===== src/rtl/mips_pipe_pkg.sv =====
// Shared opcodes, ALU codes, instruction field positions and decode for the
// 3-stage MIPS-subset pipeline (mips_pipe3_core, optional FORWARD_EN bypass).
package mips_pipe_pkg;

  localparam int unsigned IR_W   = 16;
  localparam int unsigned IMM_W  = 8;

  localparam int unsigned OP_HI  = 15;
  localparam int unsigned OP_LO  = 12;
  localparam int unsigned RS_HI  = 11;
  localparam int unsigned RS_LO  = 10;
  localparam int unsigned RT_HI  = 9;
  localparam int unsigned RT_LO  = 8;
  localparam int unsigned RD_HI  = 7;
  localparam int unsigned RD_LO  = 6;
  localparam int unsigned IMM_HI = 7;
  localparam int unsigned IMM_LO = 0;

  localparam logic [3:0] OP_ADD  = 4'b0000;
  localparam logic [3:0] OP_SUB  = 4'b0001;
  localparam logic [3:0] OP_AND  = 4'b0010;
  localparam logic [3:0] OP_OR   = 4'b0011;
  localparam logic [3:0] OP_ADDI = 4'b0100;
  localparam logic [3:0] OP_SLT  = 4'b0111;
  localparam logic [3:0] OP_BEQ  = 4'b1000;
  localparam logic [3:0] OP_BNE  = 4'b1001;

  localparam logic [IR_W-1:0] NOP = 16'h0000;

  typedef enum logic [2:0] {
    ALU_AND = 3'b000,
    ALU_OR  = 3'b001,
    ALU_ADD = 3'b010,
    ALU_SUB = 3'b110,
    ALU_SLT = 3'b111
  } alu_op_e;

  typedef struct packed {
    alu_op_e    alu_op;
    logic       use_imm;
    logic       wr_en;
    logic [1:0] dest;
    logic       is_beq;
    logic       is_bne;
  } ctrl_t;

  // Undefined opcodes decode to a non-writing, non-branching ADD.
  function automatic ctrl_t decode(input logic [IR_W-1:0] ir);
    ctrl_t c;
    c.alu_op  = ALU_ADD;
    c.use_imm = 1'b0;
    c.wr_en   = 1'b0;
    c.dest    = ir[RD_HI:RD_LO];
    c.is_beq  = 1'b0;
    c.is_bne  = 1'b0;
    case (ir[OP_HI:OP_LO])
      OP_ADD: c.wr_en = 1'b1;
      OP_SUB: begin
        c.alu_op = ALU_SUB;
        c.wr_en  = 1'b1;
      end
      OP_AND: begin
        c.alu_op = ALU_AND;
        c.wr_en  = 1'b1;
      end
      OP_OR: begin
        c.alu_op = ALU_OR;
        c.wr_en  = 1'b1;
      end
      OP_SLT: begin
        c.alu_op = ALU_SLT;
        c.wr_en  = 1'b1;
      end
      OP_ADDI: begin
        c.use_imm = 1'b1;
        c.wr_en   = 1'b1;
        c.dest    = ir[RT_HI:RT_LO];
      end
      OP_BEQ: begin
        c.alu_op = ALU_SUB;
        c.is_beq = 1'b1;
      end
      OP_BNE: begin
        c.alu_op = ALU_SUB;
        c.is_bne = 1'b1;
      end
      default: ;
    endcase
    return c;
  endfunction

endpackage


===== src/rtl/mips_pipe_alu.sv =====
// DATA_W-wide ALU; SUB and SLT share the subtractor, slt is the signed less-than flag.
module mips_pipe_alu
  import mips_pipe_pkg::*;
#(
  parameter int unsigned DATA_W = 16
) (
  input  logic [2:0]        op,
  input  logic [DATA_W-1:0] a,
  input  logic [DATA_W-1:0] b,
  output logic [DATA_W-1:0] y,
  output logic              zero,
  output logic              slt
);

  always_comb begin
    y = a + b;
    case (op)
      ALU_AND:          y = a & b;
      ALU_OR:           y = a | b;
      ALU_SUB, ALU_SLT: y = a - b;
      default:          y = a + b;
    endcase
  end

  assign zero = (y == '0);
  assign slt  = ($signed(a) < $signed(b));

endmodule


===== src/rtl/mips_pipe3_core.sv =====
// 3-stage (IF, ID, EX/WB) MIPS-subset core with branch flush in EX and run/hold.
// Define FORWARD_EN to bypass the EX write-back result into the ID register read.
module mips_pipe3_core
  import mips_pipe_pkg::*;
#(
  parameter int unsigned DATA_W  = 16,
  parameter int unsigned IMEM_AW = 10,
  parameter int unsigned RET_W   = 16
) (
  input  logic               clock,
  input  logic               reset,
  input  logic               run,
  output logic [IMEM_AW-1:0] imem_addr,
  input  logic [15:0]        imem_rdata,
  output logic [IMEM_AW:0]   pc,
  output logic [15:0]        ifid_ir,
  output logic [15:0]        idex_ir,
  output logic               wb_en,
  output logic [1:0]         wb_addr,
  output logic [DATA_W-1:0]  wb_data,
  output logic [RET_W-1:0]   retired
);

  localparam int unsigned PC_W = IMEM_AW + 1;

  logic [PC_W-1:0]   pc_q, pc_d;
  logic [IR_W-1:0]   ifid_ir_q, ifid_ir_d;
  logic [PC_W-1:0]   ifid_npc_q, ifid_npc_d;
  logic              ifid_valid_q, ifid_valid_d;
  logic [IR_W-1:0]   idex_ir_q, idex_ir_d;
  logic [PC_W-1:0]   idex_npc_q, idex_npc_d;
  logic              idex_valid_q, idex_valid_d;
  logic [DATA_W-1:0] idex_a_q, idex_a_d;
  logic [DATA_W-1:0] idex_b_q, idex_b_d;
  logic [DATA_W-1:0] idex_imm_q, idex_imm_d;
  ctrl_t             idex_ctrl_q, idex_ctrl_d;
  logic [DATA_W-1:0] rf_q [4];
  logic [DATA_W-1:0] rf_d [4];
  logic [RET_W-1:0]  retired_q, retired_d;

  // ID: decode, register read, sign-extend
  ctrl_t             id_ctrl;
  logic [1:0]        id_rs, id_rt;
  logic [DATA_W-1:0] id_a, id_b, id_imm;

  assign id_ctrl = decode(ifid_ir_q);
  assign id_rs   = ifid_ir_q[RS_HI:RS_LO];
  assign id_rt   = ifid_ir_q[RT_HI:RT_LO];
  assign id_imm  = {{(DATA_W-IMM_W){ifid_ir_q[IMM_HI]}}, ifid_ir_q[IMM_HI:IMM_LO]};

`ifdef FORWARD_EN
  assign id_a = (wb_en && (wb_addr == id_rs)) ? wb_data : rf_q[id_rs];
  assign id_b = (wb_en && (wb_addr == id_rt)) ? wb_data : rf_q[id_rt];
`else
  assign id_a = rf_q[id_rs];
  assign id_b = rf_q[id_rt];
`endif

  // EX/WB
  logic [DATA_W-1:0] alu_b, alu_y;
  logic              alu_zero, alu_slt, br_taken;
  logic [PC_W-1:0]   br_target;

  assign alu_b = idex_ctrl_q.use_imm ? idex_imm_q : idex_b_q;

  mips_pipe_alu #(.DATA_W(DATA_W)) u_alu (
    .op   (idex_ctrl_q.alu_op),
    .a    (idex_a_q),
    .b    (alu_b),
    .y    (alu_y),
    .zero (alu_zero),
    .slt  (alu_slt)
  );

  assign br_taken  = idex_valid_q & ((idex_ctrl_q.is_beq & alu_zero) |
                                     (idex_ctrl_q.is_bne & ~alu_zero));
  // Immediate is already sign-extended, so its low bits form the halfword offset.
  assign br_target = idex_npc_q + {idex_imm_q[PC_W-2:0], 1'b0};

  assign wb_en   = run & idex_valid_q & idex_ctrl_q.wr_en & (idex_ctrl_q.dest != 2'd0);
  assign wb_addr = idex_ctrl_q.dest;
  assign wb_data = (idex_ctrl_q.alu_op == ALU_SLT) ? DATA_W'(alu_slt) : alu_y;

  always_comb begin
    pc_d         = pc_q;
    ifid_ir_d    = ifid_ir_q;
    ifid_npc_d   = ifid_npc_q;
    ifid_valid_d = ifid_valid_q;
    idex_ir_d    = idex_ir_q;
    idex_npc_d   = idex_npc_q;
    idex_valid_d = idex_valid_q;
    idex_a_d     = idex_a_q;
    idex_b_d     = idex_b_q;
    idex_imm_d   = idex_imm_q;
    idex_ctrl_d  = idex_ctrl_q;
    rf_d         = rf_q;
    retired_d    = retired_q;
    if (run) begin
      retired_d = retired_q + RET_W'(idex_valid_q);
      if (wb_en) rf_d[wb_addr] = wb_data;
      if (br_taken) begin
        pc_d         = br_target;
        ifid_ir_d    = NOP;
        ifid_valid_d = 1'b0;
        idex_ir_d    = NOP;
        idex_valid_d = 1'b0;
      end else begin
        pc_d         = pc_q + PC_W'(2);
        ifid_ir_d    = imem_rdata;
        ifid_npc_d   = pc_q + PC_W'(2);
        ifid_valid_d = 1'b1;
        idex_ir_d    = ifid_ir_q;
        idex_npc_d   = ifid_npc_q;
        idex_valid_d = ifid_valid_q;
        idex_a_d     = id_a;
        idex_b_d     = id_b;
        idex_imm_d   = id_imm;
        idex_ctrl_d  = id_ctrl;
      end
    end
  end

  always_ff @(posedge clock) begin
    if (reset) begin
      pc_q         <= '0;
      ifid_ir_q    <= NOP;
      ifid_npc_q   <= '0;
      ifid_valid_q <= 1'b0;
      idex_ir_q    <= NOP;
      idex_npc_q   <= '0;
      idex_valid_q <= 1'b0;
      idex_a_q     <= '0;
      idex_b_q     <= '0;
      idex_imm_q   <= '0;
      idex_ctrl_q  <= '0;
      for (int i = 0; i < 4; i++) rf_q[i] <= '0;
      retired_q    <= '0;
    end else begin
      pc_q         <= pc_d;
      ifid_ir_q    <= ifid_ir_d;
      ifid_npc_q   <= ifid_npc_d;
      ifid_valid_q <= ifid_valid_d;
      idex_ir_q    <= idex_ir_d;
      idex_npc_q   <= idex_npc_d;
      idex_valid_q <= idex_valid_d;
      idex_a_q     <= idex_a_d;
      idex_b_q     <= idex_b_d;
      idex_imm_q   <= idex_imm_d;
      idex_ctrl_q  <= idex_ctrl_d;
      rf_q         <= rf_d;
      retired_q    <= retired_d;
    end
  end

  assign imem_addr = pc_q[PC_W-1:1];
  assign pc        = pc_q;
  assign ifid_ir   = ifid_ir_q;
  assign idex_ir   = idex_ir_q;
  assign retired   = retired_q;

endmodule


===== config.mk =====
export PLATFORM = sky130hd
export DESIGN_NAME = mips_pipe3_core
export DESIGN_NICKNAME = d
export VERILOG_FILES = /design/src/rtl/mips_pipe_pkg.sv /design/src/rtl/mips_pipe_alu.sv /design/src/rtl/mips_pipe3_core.sv
export SDC_FILE = /design/constraint.sdc
export NUM_CORES = 1
export LEC_CHECK = 0
export CAP_MARGIN = 10
export CORE_MARGIN = 2
export CORE_UTILIZATION = 56
export DETAILED_ROUTE_END_ITERATION = 10
export DONT_BUFFER_PORTS = 1
export PLACE_DENSITY_LB_ADDON = 0.15
export SYNTH_ARGS = -nofsm -noshare
export SYNTH_HDL_FRONTEND = slang
export SYNTH_SLANG_ARGS = --single-unit

===== constraint.sdc =====
create_clock -name clock -period 7.5 [get_ports clock]
set_input_delay 1.125 -clock clock [delete_from_list [all_inputs] [get_ports clock]]
set_output_delay 1.125 -clock clock [all_outputs]
set_load 0.1 [all_outputs]

Word level (Yosys, flattened, before mapping)
Cells that the tools add are included.

cells by class
  divide/modulo/power cells = 0
  equal/unequal tests = 10
  reduce and logical (&&, ||, !) cells = 10
  shift-type cells = 0
  $mul = 0
  multiplexer cells = 23
  add/sub/neg operators = 5
  $lt $le $gt $ge = 5
  bitwise operators = 14

operator list
  kind                     count
  $mux W16                 9
  $bmux W16 S2             2
  $bwmux W64               1
  $pmux W16 S3             1
  $demux W16 S2            1
  $add A16 B1 Y16          1
  $add A16 B16 Y16         1
  $and A16 B16 Y16         1
  $logic_not A16 Y1        1
  $lt A16 B16 Y1           1
  $or A16 B16 Y16          1
  $sub A16 B16 Y16         1
  $pmux W3 S4              1
  $add A11 B11 Y11         1
  $add A11 B2 Y11 const B  1
  $mux W11                 1
  $ge A3 B3 Y1 const B     3
  $not A2 Y3               3
  $eq A4 B2 Y1 const B     2
  $eq A4 B3 Y1 const B     2
  $eq A4 B4 Y1 const B     2
  $and A1 B1 Y1            6
  $eq A3 B3 Y1 const B     2
  $mux W1                  6
  14 further kinds         16

storage, ports and cells
  input bits = 19
  output and inout port bits = 88
  RAM bits = 0
  memories kept = 0
  flip-flop bits (word level) = 196
  ROM bits = 0
  latch bits = 0
  logic and storage cells = 88

Depth between registers and ports, before layout
  depth after elaboration = 10
  mapped depth = 20
  mapped depth without buffers = 15

By module
Synthesis repeated with hierarchy kept, for this count alone.

second synthesis, totals
  cell total of the unflattened synthesis = 1342
  area, all modules = 11192.0 sq um

modules (own cells, without submodules)
  module           area an instance (sq um)  sequential area each (sq um)  cells an instance  times used
  mips_pipe3_core  8730.9                    3923.8                        982                1
  mips_pipe_alu    2461.1                    0.0                           360                1

Worst setup path before layout
Ideal clock, no wire load.

  path kind = register to output
  from = register idex_ctrl_q[5] (netlist name)
  to = output wb_data[14]
  data required time = 6.375 ns
  setup slack = 1.460 ns
  cell stages (with the launch flop) = 12
  path buffers = 1
  data arrival time = 4.915 ns
  cells stage by stage = dfxtp_1 -> clkbuf_1 -> clkinv_1 -> a21oi_1 -> ha_1 -> nor2b_1 -> nor4_1 -> a211oi_2 -> a31oi_1 -> o31ai_1 -> mux2i_1 -> nor3_1

on the way
  longest elaborated chain between the ends = 4
  elaborated cells on any way between the ends = 7
  classes of those cells = add/sub (2); mux (3); bitwise (2)

ends and longest elaborated chain
  element                                   RTL line                text
  start, declared                           mips_pipe3_core.sv:36   ctrl_t idex_ctrl_q, idex_ctrl_d;
  start signal, assigned                    mips_pipe3_core.sv:149  idex_ctrl_q <= idex_ctrl_d;
  $mux W16 (*)                              mips_pipe3_core.sv:64   assign alu_b = idex_ctrl_q.use_imm ? idex_imm_q : idex_b_q;
  $add A16 B16 Y16 (tied with other cells)  mips_pipe_alu.sv:21     default: y = a + b;
  $pmux W16 S3 (*)                          mips_pipe_alu.sv:17     case (op)
  $mux W16 (*)                              mips_pipe3_core.sv:82   assign wb_data = (idex_ctrl_q.alu_op == ALU_SLT) ? DATA_W'(alu_slt) : alu_y;
  end, declared                             mips_pipe3_core.sv:20   output logic [DATA_W-1:0] wb_data,

Mark *: on every way between the ends. The rest lies on a longest branch, timed or not.

Worst setup path after layout
  from = register idex_ctrl_q[5] (netlist name)
  to = register pc_q[10], in the netlist pc[10]

on the way
  longest elaborated chain between the ends = 9
  elaborated cells on any way between the ends = 13
  classes of those cells = add/sub (2); mux (3); bitwise (7); reduce/logical (1)

ends and longest elaborated chain
  element                                   RTL line                text
  $mux W16 (*)                              mips_pipe3_core.sv:64
  $add A16 B16 Y16 (tied with other cells)  mips_pipe_alu.sv:21
  $pmux W16 S3 (*)                          mips_pipe_alu.sv:17
  $logic_not A16 Y1 (*)                     mips_pipe_alu.sv:25     assign zero = (y == '0);
  $not A1 Y1                                mips_pipe3_core.sv:76   (idex_ctrl_q.is_bne & ~alu_zero));
  $and A1 B1 Y1                             mips_pipe3_core.sv:76
  $or A1 B1 Y1 (*)                          mips_pipe3_core.sv:75   assign br_taken = idex_valid_q & ((idex_ctrl_q.is_beq & alu_zero) |
  $and A1 B1 Y1 (*)                         mips_pipe3_core.sv:75
  $mux W11 (*)                              mips_pipe3_core.sv:101  if (br_taken) begin
  end signal, assigned                      mips_pipe3_core.sv:139  pc_q <= pc_d;
  end, declared                             mips_pipe3_core.sv:26   logic [PC_W-1:0] pc_q, pc_d;

Marked as above.
A chain may end at the register's enable or synchronous reset.

==> metrics.md <==
| Metric | Value |
|---|---|
| Delay-heaviest family, CP | compound AO/OA/AOI/OAI gates |
| Max frequency | 168 MHz |
| DP Wirelength | 22000 µm |
| Resize count post-CTS | 0 |
| CTS tree | done |
| Yosys top cell by area | dfxtp_1 |
| Rel. slew slack | 0.200 |
| Post-CTS Hold Buffers | 0 |
| WL/cell | 20.1 µm |
| Grt peak-use layer | met2 |
| I/O pin count | 107 |
| Met1 Track Usage GR | 0.423 |
| Number of synthesized flops with an enable pin | 0 |
| CP Capture Type | flip-flop |
| CP max FO | 41 |
| CTS Sinks | 196 |
| Number of port buffers | 0 |
| Crit share post-route | 0.793 |
| Synth warn | 0 |
| Setup violators final | 0 |
| Fin cells | 1577 |
| Area of the die | 22100 µm² |
| Post-Syn Nets | 1456 |
| RSZ-0062 raised after global routing | false |
| Fill count | 1777 |
| Clk_skew | 0.0177 ns |
| Outcome | finished clean |
| Worst-path cell chain | clkinv_1 -> a21oi_1 -> inv_1 -> ha_1 -> inv_2 -> a21oi_1 -> o221ai_1 -> o41ai_1 -> xor2_1 -> a221oi_2 -> o21ai_2 -> or4_2 -> buf_4 -> nand4_1 -> o221ai_1 |
| Layout area overhead | 6.74% |
| DRC viols | 0 |
| Combinational share of power | 0.086 |
| TritonRoute pass-1 iters | 6 |
| Core box area | 20400 µm² |
| Worst-Margin Slew | 1.20 ns |
| CP Launch Type | flip-flop |
| Sequential share of power | 0.496 |
| Mapped Area | 11700 µm² |
| Max-cap viol count | 0 |
| Mapped Cells | 1363 |
| Global-route wire length before repair | 51200 µm |
| RD Place Congestion | 0.947 |
| CP Data Required Time | 7.81 ns |
| CTS Buf Count | 17 |
| Max clock buf depth | 2 |
| Global Route met2 Usage | 0.437 |
| Leakage power | 4.76 nW |
| Avg Cell Area, Syn | 8.58 µm² |
| WL final | 31800 µm |
| Worst hold margin | 0.469 ns |
| Clock share of power | 0.418 |
| Max Slew Vio Count | 0 |
| Post-Place Setup Slack | 1.66 ns |
| Gr ovfl total | 0 |
| Register area share after synthesis | 0.335 |
| Initial antenna violation count | 0 |
| PnR worst setup slack | 1.55 ns |
| Worst hold-check path type | flip-flop to flip-flop |
| CP max stage delay | 1.06 ns |
| Switching part of the total | 0.305 |
| Cell variety after synth | 74 |
| Met3 Track Usage GR | 0.0675 |
| Die Y | 149 µm |
| Clock Pin Slew Worst Setup and Hold Paths | 0.08 ns |
| Final Hold Violating Endpoints | 0 |
| GRT Total Usage | 0.291 |
| Power per cell area | 186 nW/µm² |
| Synth area leaders | dfxtp_1, ha_1, a21oi_1 |
| Antenna fix cells | 0 |
| Setup TNS | 0 ns |
| Row Count | 52 |
| Via density | 6.33 |
| Antenna viol nets, final | 0 |
| Post-synth top area share | 0.335 |
| Starting DRC count in detailed routing | 908 |
| Top FF cell, synth | dfxtp_1 |
| Worst EP arrival | 6.26 ns |
| FFs w/ async S/R, synth | 0 |
| Via count | 9988 |
| Dpl cells | 1545 |
| Max stage delay cell, worst path | or4_2 |
| CTS root buffer | clkbuf_16 |
| Fin crit period | 5.95 ns |
| Crit path buffers/inverters | 4 |
| # Post-CTS Setup Buffers | 0 |
| Peak supply drop | 0.162 mV |
| Switching pwr | 0.000710 W |
| Critical path type | flip-flop to flip-flop |
| Largest net degree at the start of global routing | 162 |
| Vias in the first global route | 9282 |
| DIE WIDTH | 149 µm |
| H-Tree Depth | 4 |
| NumNets Final | 1387 |
| Layout cells sized above 1 | 0.119 |
| Initial Utilization | 0.574 |
| Internal power | 0.00162 W |
| Worst-Skew Late Latency | 0.45 ns |
| #FFs+latches synth | 196 |
-- synthesized netlist by cell type (24+ instances only) --
master / number
inv_1: 77
nor2b_1: 24
nor2_1: 76
nand2_1: 139
mux4_2: 32
mux2i_1: 28
buf_2: 31
dfxtp_1: 196
a22o_1: 32
nand4_1: 64
a21oi_1: 156
o31ai_1: 62
xnor2_1: 25
clkbuf_1: 73
ha_1: 71
-- state kept, by name, summed over array words and instances, names as in the netlist --
name	flops
idex_a_q	16
idex_b_q	16
idex_ctrl_q	7
idex_imm_q	8
idex_ir	16
idex_npc_q	11
idex_valid_q	1
ifid_ir	16
ifid_npc_q	11
ifid_valid_q	1
pc	11
retired	16
rf_q	64
wb_addr	2
-- placed cells by master, fill, tap and decap left out, types with 4 or more instances in the layout --
cell type    n
a211oi_1    15
a211oi_2     4
a21o_1       5
a21oi_1    156
a22o_1      32
a311oi_1     8
a31oi_1     16
a41oi_1      8
and2_1       5
and3_1       9
buf_4       33
clkbuf_16   17
dfxtp_1    182
dfxtp_2     14
ha_1        71
inv_1       77
inv_2        6
mux2i_1     27
mux4_2      32
nand2_1    139
nand2b_1    12
nand3_1     21
nand4_1     64
nor2_1      62
nor2_2      14
nor2b_1     24
nor3_1      13
nor4_1       4
o211ai_1    13
o21a_1       6
o21ai_0     21
o21ai_1      5
o221ai_1    10
o22ai_1      4
o31ai_1     62
xnor2_1     25
xor2_1      22
-- cells by family after synthesis --
logic type	after synthesis	synth area share
multiplexers	60	0.0856
flip-flops	196	0.335
buffers and inverters	206	0.0740
XOR/XNOR	47	0.0352
adder cells (fa/ha/maj)	74	0.0811
AO/OA/AOI/OAI	394	0.225
AND/OR/NAND/NOR	386	0.164
-- worst min-delay path: cells and delay by family (launching register included) --
family | cells | cell delay [ns]
compound gates | 2 | 0.12
flops | 1 | 0.31
-- area by class of cell --
type / count / area [µm²] / area share
Sequential cell: 196 / 3940 / 0.316
Clock inverter: 14 / 196 / 0.0157
Tap cell: 270 / 338 / 0.0271
Multi-Input combinational cell: 961 / 6980 / 0.559
Timing Repair Buffer: 34 / 275 / 0.0220
Clock buffer: 18 / 439 / 0.0352
Inverter: 84 / 315 / 0.0253
-- path summary, 6_finish.rpt --
| kind | startpoint | to | slack, ns | cells past startpoint |
|---|---|---|---|---|
| max reg2reg | idex_ctrl_q[5]$_SDFFE_PP0P_ | pc[10]$_SDFFE_PP0P_ | 1.55 | 15 |
| min | idex_ctrl_q[4]$_SDFFE_PP0P_ | idex_ctrl_q[4]$_SDFFE_PP0P_ | 0.47 | 2 |
| max | idex_ctrl_q[5]$_SDFFE_PP0P_ | pc[10]$_SDFFE_PP0P_ | 1.55 | 15 |
| min reg2reg | idex_ctrl_q[4]$_SDFFE_PP0P_ | idex_ctrl_q[4]$_SDFFE_PP0P_ | 0.47 | 2 |
-- stage by stage --
step	util	total power [W]	area, µm²
detailed placement	0.582	0.00138	11900
CTS	0.613	0.00233	12500
floorplan	-	0.00134	11700
global placement	0.582	0.00137	11900
finish	0.613	0.00233	12500
global route	0.613	0.00239	12500
-- routing by layer --
layer | part of all wire | up-vias
met4 | 0.019 | 0
met1 | 0.46 | 4803
met3 | 0.073 | 45
met2 | 0.45 | 343
li1 | - | 4797
met5 | 0 | -
-- power groups by stage --
| stage | logic [W] | registers (W) | clock network [W] |
|---|---|---|---|
| finish | 0.000201 | 0.00115 | 0.000973 |
| global route | 0.000213 | 0.00116 | 0.00102 |
| CTS | 0.000200 | 0.00115 | 0.000980 |
| detailed placement | 0.000199 | 0.00118 | 0 |
| global placement | 0.000197 | 0.00118 | 0 |
| floorplan | 0.000180 | 0.00116 | 0 |
Power figures use the tool's default switching activity.
